<file path="src/rtl/dfi_rdlat_align.sv">
// dfi_rdlat_align: DFI read-return aligner.
// Each phase's read enable is delayed by a programmable whole-cycle latency
// (rdlat) and rotated by a sub-cycle phase offset (rdphase). Raw pad data gets
// the same rotation and is returned to the controller with its aligned valid.
//
// Ports
//   clk, rst            clock, asynchronous active-high reset
//   dfi_rddata_en_i     per-phase read enable from the controller
//   phy_rddata_i        raw captured pad data, slice p = phase p
//   dfi_rddata_o        aligned read data, zero where valid is low
//   dfi_rddata_valid_o  aligned per-phase valid
//   csr_adr/csr_we/csr_dat_w/csr_dat_r  CSR bus, combinational read
//   err_o               sticky error (STATUS.err)
//
// Registers (byte offsets from CSR_BASE)
//   0x0 CTRL    [LW-1:0] rdlat (saturating), [10:8] rdphase, [31] flush (W1, reads 0)
//   0x4 STATUS  [0] busy (RO), [1] err (W1C)
//   0x8 STATS   delivered valid-phase count, only with DFI_RDLAT_STATS_EN
//
// Pad data is taken in the cycle its tap reaches the rotator, so it leaves the
// output register together with its valid.
//
// state  | meaning
// IDLE   | delay line empty, CTRL writes accepted
// ACTIVE | reads in flight, CTRL latency/phase writes rejected (err)
// FLUSH  | one cycle, clears delay line, prev registers and outputs
module dfi_rdlat_align #(
  parameter int         NPHASES  = 8,
  parameter int         DATA_W   = 32,
  parameter int         MAX_LAT  = 31,
  parameter logic [9:0] CSR_BASE = 10'h040
) (
  input  logic                        clk,
  input  logic                        rst,
  input  logic [NPHASES-1:0]          dfi_rddata_en_i,
  input  logic [NPHASES*DATA_W-1:0]   phy_rddata_i,
  output logic [NPHASES*DATA_W-1:0]   dfi_rddata_o,
  output logic [NPHASES-1:0]          dfi_rddata_valid_o,
  input  logic [9:0]                  csr_adr,
  input  logic                        csr_we,
  input  logic [31:0]                 csr_dat_w,
  output logic [31:0]                 csr_dat_r,
  output logic                        err_o
);
  localparam int LW = $clog2(MAX_LAT + 1);
  localparam int PW = (NPHASES > 1) ? $clog2(NPHASES) : 1;
  localparam int NW = NPHASES * DATA_W;
  localparam int SW = $clog2(2 * NW);

  typedef enum logic [1:0] {S_IDLE = 2'd0, S_ACTIVE = 2'd1, S_FLUSH = 2'd2} state_t;
  state_t state_q, state_d;

  logic [LW-1:0]      rdlat_q;
  logic [PW-1:0]      rdphase_q;
  logic               err_q;
  logic [NPHASES-1:0] dline_q [MAX_LAT+1];
  logic [NPHASES-1:0] prev_v_q;
  logic [NW-1:0]      prev_d_q;
  logic               busy, clear_pipe, cfg_open, ovf;

  // CSR decode
  logic sel_ctrl, sel_status, wr_ctrl, wr_status, flush_req;
  assign sel_ctrl   = (csr_adr == CSR_BASE);
  assign sel_status = (csr_adr == CSR_BASE + 10'h004);
  assign wr_ctrl    = csr_we & sel_ctrl;
  assign wr_status  = csr_we & sel_status;
  assign flush_req  = wr_ctrl & csr_dat_w[31];

  logic unused_dat;
  assign unused_dat = ^csr_dat_w;

  logic [7:0]    lat_wr;
  logic [LW-1:0] lat_sat;
  assign lat_wr  = csr_dat_w[7:0];
  assign lat_sat = (lat_wr > 8'(MAX_LAT)) ? LW'(MAX_LAT) : lat_wr[LW-1:0];

  // FSM: state register
  always_ff @(posedge clk or posedge rst) begin
    if (rst) state_q <= S_IDLE;
    else     state_q <= state_d;
  end

  // FSM: next state
  always_comb begin
    state_d = state_q;
    case (state_q)
      S_IDLE:   if (|dfi_rddata_en_i) state_d = S_ACTIVE;
      S_ACTIVE: if (!busy && !(|prev_v_q) && !(|dfi_rddata_valid_o) && !(|dfi_rddata_en_i))
                  state_d = S_IDLE;
      S_FLUSH:  state_d = S_IDLE;
      default:  state_d = S_IDLE;
    endcase
    if (flush_req) state_d = S_FLUSH;
  end

  // FSM: outputs
  always_comb begin
    clear_pipe = (state_q == S_FLUSH);
    cfg_open   = (state_q == S_IDLE);
  end

  // Configuration and sticky error; a set wins over a same-cycle clear.
  always_ff @(posedge clk or posedge rst) begin
    if (rst) begin
      rdlat_q   <= '0;
      rdphase_q <= '0;
      err_q     <= 1'b0;
    end else begin
      if (wr_ctrl && cfg_open) begin
        rdlat_q   <= lat_sat;
        rdphase_q <= csr_dat_w[8 +: PW];
      end
      if ((wr_ctrl && !cfg_open) || ovf)   err_q <= 1'b1;
      else if (wr_status && csr_dat_w[1]) err_q <= 1'b0;
    end
  end
  assign err_o = err_q;

  // Enable delay line; stage 0 is the registered input.
  always_ff @(posedge clk or posedge rst) begin
    if (rst) begin
      for (int i = 0; i <= MAX_LAT; i++) dline_q[i] <= '0;
    end else if (clear_pipe) begin
      for (int i = 0; i <= MAX_LAT; i++) dline_q[i] <= '0;
    end else begin
      dline_q[0] <= dfi_rddata_en_i;
      for (int i = 1; i <= MAX_LAT; i++) dline_q[i] <= dline_q[i-1];
    end
  end

  always_comb begin
    busy = 1'b0;
    for (int i = 0; i <= MAX_LAT; i++) busy = busy | (|dline_q[i]);
  end

  // Rotation: out[p] = {cur, prev}[NPHASES - k + p], which selects cur[p-k]
  // for p >= k and prev[NPHASES+p-k] for p < k.
  logic [NPHASES-1:0]   tap, rot_v;
  logic [2*NPHASES-1:0] cat_v;
  logic [2*NW-1:0]      cat_d;
  logic [NW-1:0]        rot_d, masked_d;
  logic [PW:0]          sh;
  logic [SW-1:0]        sh_d;

  assign tap   = dline_q[rdlat_q];
  assign sh    = (PW+1)'(NPHASES) - {1'b0, rdphase_q};
  assign sh_d  = SW'(sh) * SW'(DATA_W);
  assign cat_v = {tap, prev_v_q};
  assign cat_d = {phy_rddata_i, prev_d_q};
  assign rot_v = cat_v[sh +: NPHASES];
  assign rot_d = cat_d[sh_d +: NW];

  always_comb begin
    masked_d = '0;
    for (int p = 0; p < NPHASES; p++)
      if (rot_v[p]) masked_d[p*DATA_W +: DATA_W] = rot_d[p*DATA_W +: DATA_W];
  end

  always_ff @(posedge clk or posedge rst) begin
    if (rst) begin
      prev_v_q           <= '0;
      prev_d_q           <= '0;
      dfi_rddata_valid_o <= '0;
      dfi_rddata_o       <= '0;
    end else if (clear_pipe) begin
      prev_v_q           <= '0;
      prev_d_q           <= '0;
      dfi_rddata_valid_o <= '0;
      dfi_rddata_o       <= '0;
    end else begin
      prev_v_q           <= tap;
      prev_d_q           <= phy_rddata_i;
      dfi_rddata_valid_o <= rot_v;
      dfi_rddata_o       <= masked_d;
    end
  end

`ifdef DFI_RDLAT_STATS_EN
  logic        sel_stats, wr_stats;
  logic [31:0] stats_q;
  assign sel_stats = (csr_adr == CSR_BASE + 10'h008);
  assign wr_stats  = csr_we & sel_stats;
  // A valid about to be discarded by the flush counts as an overflow.
  assign ovf       = clear_pipe & (|rot_v);

  always_ff @(posedge clk or posedge rst) begin
    if (rst)           stats_q <= '0;
    else if (wr_stats) stats_q <= '0;
    else               stats_q <= stats_q + 32'($countones(dfi_rddata_valid_o));
  end
`else
  assign ovf = 1'b0;
`endif

  always_comb begin
    csr_dat_r = '0;
    if (sel_ctrl) begin
      csr_dat_r[LW-1:0]  = rdlat_q;
      csr_dat_r[8 +: PW] = rdphase_q;
    end else if (sel_status) begin
      csr_dat_r[1:0] = {err_q, busy};
    end
`ifdef DFI_RDLAT_STATS_EN
    else if (sel_stats) begin
      csr_dat_r = stats_q;
    end
`endif
  end

endmodule
</file>
<file path="config.mk">
export PLATFORM = sky130hd
export DESIGN_NAME = dfi_rdlat_align
export DESIGN_NICKNAME = d
export VERILOG_FILES = /design/src/rtl/dfi_rdlat_align.sv
export SDC_FILE = /design/constraint.sdc
export NUM_CORES = 2
export LEC_CHECK = 0
export CORE_MARGIN = 3
export CORE_UTILIZATION = 35
export CTS_CLUSTER_DIAMETER = 40
export DETAILED_ROUTE_END_ITERATION = 16
export SLEW_MARGIN = 25
export SYNTH_ARGS = -nofsm -noshare
export SYNTH_HDL_FRONTEND = slang
export SYNTH_SLANG_ARGS = --single-unit
</file>
<file path="constraint.sdc">
create_clock -name clk -period 36.4 [get_ports clk]
set_input_delay 5.46 -clock clk [delete_from_list [all_inputs] [get_ports clk]]
set_output_delay 5.46 -clock clk [all_outputs]
set_load 0.01 [all_outputs]
</file>
; Word level (Yosys, flattened, before mapping)
; Cells that the tools add are included.
[totals]
reg_bits = 795
output_inout_bits = 297
inputBits = 309
rom_bits = 0
memories = 0
latch_bits = 0
mem_bits_rw = 0
wordCells = 162
[classes]
shift = 2
reduce_logical = 49
n_div = 0
magnitude_cmp = 2
muxes = 27
bitwise = 35
add_sub_neg = 1
mul = 0
eq_ne = 6
[ops]
columns = operator, n
row1 = $mux W256, 3
row2 = $shiftx A512 B10 Y256, 1
row3 = $reduce_or A8 Y1, 35
row4 = $mux W32, 8
row5 = $bmux W8 S5, 1
row6 = $mux W8, 4
row7 = $or A1 B1 Y1, 31
row8 = $eq A10 B7 Y1 const B, 2
row9 = $shiftx A16 B5 Y8, 1
row10 = $mux W2, 5
row11 = $gt A8 B5 Y1 const B, 1
row12 = $ge A6 B6 Y1 const B, 1
row13 = $logic_and A1 B1 Y1, 6
row14 = $mux W3, 2
row15 = $not A5 Y6, 1
row16 = $logic_not A1 Y1, 5
row17 = $mux W5, 1
row18 = $pmux W2 S2, 1
row19 = $sub A4 B3 Y4 const A, 1
row20 = $and A1 B1 Y1, 3
row21 = $ne A3 B1 Y1 const B, 1
row22 = $ne A3 B3 Y1 const B, 1
row23 = $eq A2 B1 Y1 const B, 1
row24 = $eq A2 B2 Y1 const B, 1
row25 = 4 further kinds, 5

; Depth between registers and ports, before layout
[logic_depth]
word_depth = 39
ltp_mapped = 16

; Worst setup path before layout
; Ideal clock, no wire load.
[synth_timing]
path_type = input -> output
start = input port csr_adr[4]
end = output port csr_dat_r[10]
required_time_ns = 30.940
setup_slack_ns = 24.562
arrival_time_ns = 6.378
cell_stages = 4
path_cell_list = nor4_1 > nand4b_1 > nor2_1 > and2_1
[synth_via]
elab_chain_len = 2
[synth_rtl]
columns = item, line_no
row1 = start: declaration, 39  ; input logic [9:0] csr_adr,
row2 = $eq A10 B7 Y1, 63  ; assign sel_ctrl = (csr_adr == CSR_BASE);
row3 = $mux W3, 197  ; if (sel_ctrl) begin
row4 = end: declaration, 42  ; output logic [31:0] csr_dat_r,
; No other way between the ends.

; Worst setup path in the final report
[layout_timing]
start = input port csr_adr[4]
end = output port csr_dat_r[2]
; The elaborated chain is that of the path after synthesis.

==> results.cfg <==
[cts]
cts_num_sinks = 795
root_buffer = clkbuf_16
post_cts_buffers = 0
cts_resized = 0
clockBufferDepth = 3
clkLatencyLatePin_ns = 0.77
cts_tree = yes
cts_buffers = 134
postCtsHoldBufs = 0
cts.clk_slew.worst_paths_ns = 0.06
htreeDepth = 4

[drt]
postRouteAntennaNets = 0
finalWirelength_um = 182100
drt_iter0_markers = 4812
via_count = 38990
viasPerCell = 6.016
drt_first_pass_iters = 6
drc = 0
wl_per_cell_um = 28.10

[global_route]
track_usage = 0.2562
grt_pass1_wl_um = 268100
grt_max_degree = 232
grt_pass1_vias = 38350
grt-ovfl-total = 0
antenna_found_initial = 47

[die]
die_y_um = 372.7
die_area_um2 = 138900
rows = 133
die_x_um = 372.7
io_pins = 606
start_util = 0.3552
core_um2 = 132500

[sta]
skew_ns = 0.05225
slew_violations = 0
fmax_ghz = 0.07699
setup_viol = 0
hold_viol = 0
finalCriticalPeriod_ns = 12.99
fin_tns_setup_ns = 0
max-slew-margin-rel = 0.2169
min_period_over_period = 0.3568
rsz0062_at_grt = no
fin_ws_ns = 23.41
worstMarginPinSlew_ns = 1.175

[critical_path]
crit_path_end_kind = output pin
worst_ep_arrival_time_ns = 7.53
crit_family = simple AND/OR/NAND/NOR gates
required_ns = 30.94
critPathSlowestCell = clkdlybuf4s50_1
worstPathCellList = clkdlybuf4s50_1 > nor4_1 > nand4b_1 > nor2_1 > and2_1 > clkdlybuf4s50_1
criticalPathCategory = input pin to output pin
start_kind = input pin
path_buf_inv = 2
crit_path_max_fanout = 7
crit_path_frequent_cell = clkdlybuf4s50_1
slowest_delay_ns = 0.54

[placement]
port-buffer-count = 561
gp_congestion = 0.8675
placed_cell_area_um2 = 53950
pre_cts_ws_ns = 23.41
detailed_place_hpwl_um = 119300

[synth]
avgSynthCellArea_um2 = 11.13
netlist_area_um2 = 47050
synth_top_family_by_area = multiplexers
synthXorXnorAreaFrac = 0.0003723
synth-edff-count = 0
synthFlopType = dfrtp_1
synth_seq_area_share = 0.4228
synth-simple-area-share = 0.1661
ys_ff_latch = 795
synth_cells = 4228
synthAdderAreaFrac = 0.0002659
async_flop_share = 1.000
synth_mux_area_frac = 0.2510
ys_types = 71
synth-compound-area-share = 0.1170
ys_warn_count = 0

[run]
maxCapViolCount = 0

[pwr]
cellPowerDensity_nw_per_um2 = 42.99
p_leak_nw = 22.26
ir_worst_vdd_v = 0.00002841
total_power_w = 0.002525

[layout]
layout_common_cells = 792 x dfrtp_1, 561 x clkdlybuf4s50_1, 521 x and2_1
mostFrequentLayoutCell = dfrtp_1
design_area_um2 = 58730
seq_area_um2 = 19900
area_delta_synth_final_pct = 24.83
multi_input_area_um2 = 25470
nNetsFinal = 4898
fill_cells = 12320
drive_gt1_frac = 0.1765

[worst_hold_path]
hold_path.class = flop to flop

[status]
status = finished clean
[final cells by class]
| class | instances | area share |
|---|---|---|
| antenna | 29 | 0.001236 |
| clock buffer | 156 | 0.06220 |
| clock inverter | 89 | 0.01745 |
| inverter | 8 | 0.0006391 |
| multi-input combinational | 3008 | 0.4336 |
| sequential | 795 | 0.3389 |
| tap | 1755 | 0.03739 |
| timing repair buffer | 641 | 0.1086 |
[sequential cells by signal, summed over array words and instances (netlist names)]
| name | cells |
|---|---|
| prev_v_q | 8 |
| dfi_rddata_valid_o | 8 |
| dline_q | 256 |
| err_o | 1 |
| rdlat_q | 5 |
| dfi_rddata_o | 256 |
| state_q | 2 |
| rdphase_q | 3 |
| prev_d_q | 256 |
[synthesized netlist by cell type (37+ instances only)]
library cell,n,area [um^2]
mux2i_1,261,2613
a211oi_1,68,510.5
nand3_1,140,700.7
buf_2,74,370.4
clkbuf_1,286,1074
nor2_1,226,848.3
o22a_1,63,551.8
a21oi_1,312,1562
mux4_2,374,8423
buf_1,40,150.1
a31oi_1,37,231.5
and2_1,521,3259
nor4_1,78,488.0
dfrtp_1,795,19890
nor3_1,47,235.2
nand2_1,354,1329
nor2b_1,44,275.3
[kinds of logic (layout without fill, tap and decap cells)]
| kind of cell | Yosys count | in the layout |
|---|---|---|
| AO/OA/AOI/OAI | 782 | 782 |
| XOR/XNOR | 2 | 2 |
| adder cells (fa/ha/maj) | 1 | 1 |
| buffers and inverters | 448 | 894 |
| flip-flops | 795 | 795 |
| multiplexers | 685 | 685 |
| other | 1 | 53 |
| AND/OR/NAND/NOR | 1514 | 1514 |
[worst reg2reg max path: stages, from the launching register on]
cell     delay, ns
dfrtp_4       0.74
inv_1         0.48
ha_4          0.92
buf_4         0.82
buf_4         0.93
mux4_2        0.41
nor2_1        0.04
or3_1         0.38
o31a_1        0.15
o31ai_1       0.57
[where the power goes]
part	leakage, nW	switching (W)	internal [W]
Clock	2.27	0.000491	0.000819
Combinational	10.4	0.000127	0.000127
Sequential	9.59	0.0000322	0.000929
Total	22.3	0.000650	0.00187
[path summary, 6_finish.rpt]
check                                    to  slack, ns  cells past startpoint    startpoint
hold reg to reg                 dline_q[90]       0.49                      1   dline_q[98]
setup reg to reg           dfi_rddata_o[43]      30.78                      9  rdphase_q[0]
min in group asynchronous   dfi_rddata_o[3]       5.21                      2           rst
setup / recovery               csr_dat_r[2]      23.41                      6    csr_adr[4]
hold / removal                  dline_q[90]       0.49                      1   dline_q[98]
max in group asynchronous     prev_d_q[187]      28.24                      5           rst
[routing by layer]
layer,vias up,global-route usage,wire [um]
li1,16470,-,-
met1,19880,0.3474,74080
met2,2190,0.3860,82090
met3,416,0.07406,18820
met4,32,0.1026,6957
met5,-,0,190
[metrics by stage]
step           std cells  hold slack [ns]  utilization
6_report            6481           0.4918       0.4434
5_1_grt             6470           0.5188       0.4432
4_1_cts             6451           0.4897       0.4426
3_5_place_dp        6206           0.4907       0.4073
3_3_place_gp        6203           0.4800       0.4066
2_1_floorplan       4251           0.4391            -
No activity file was read; power rests on OpenSTA's default activity.
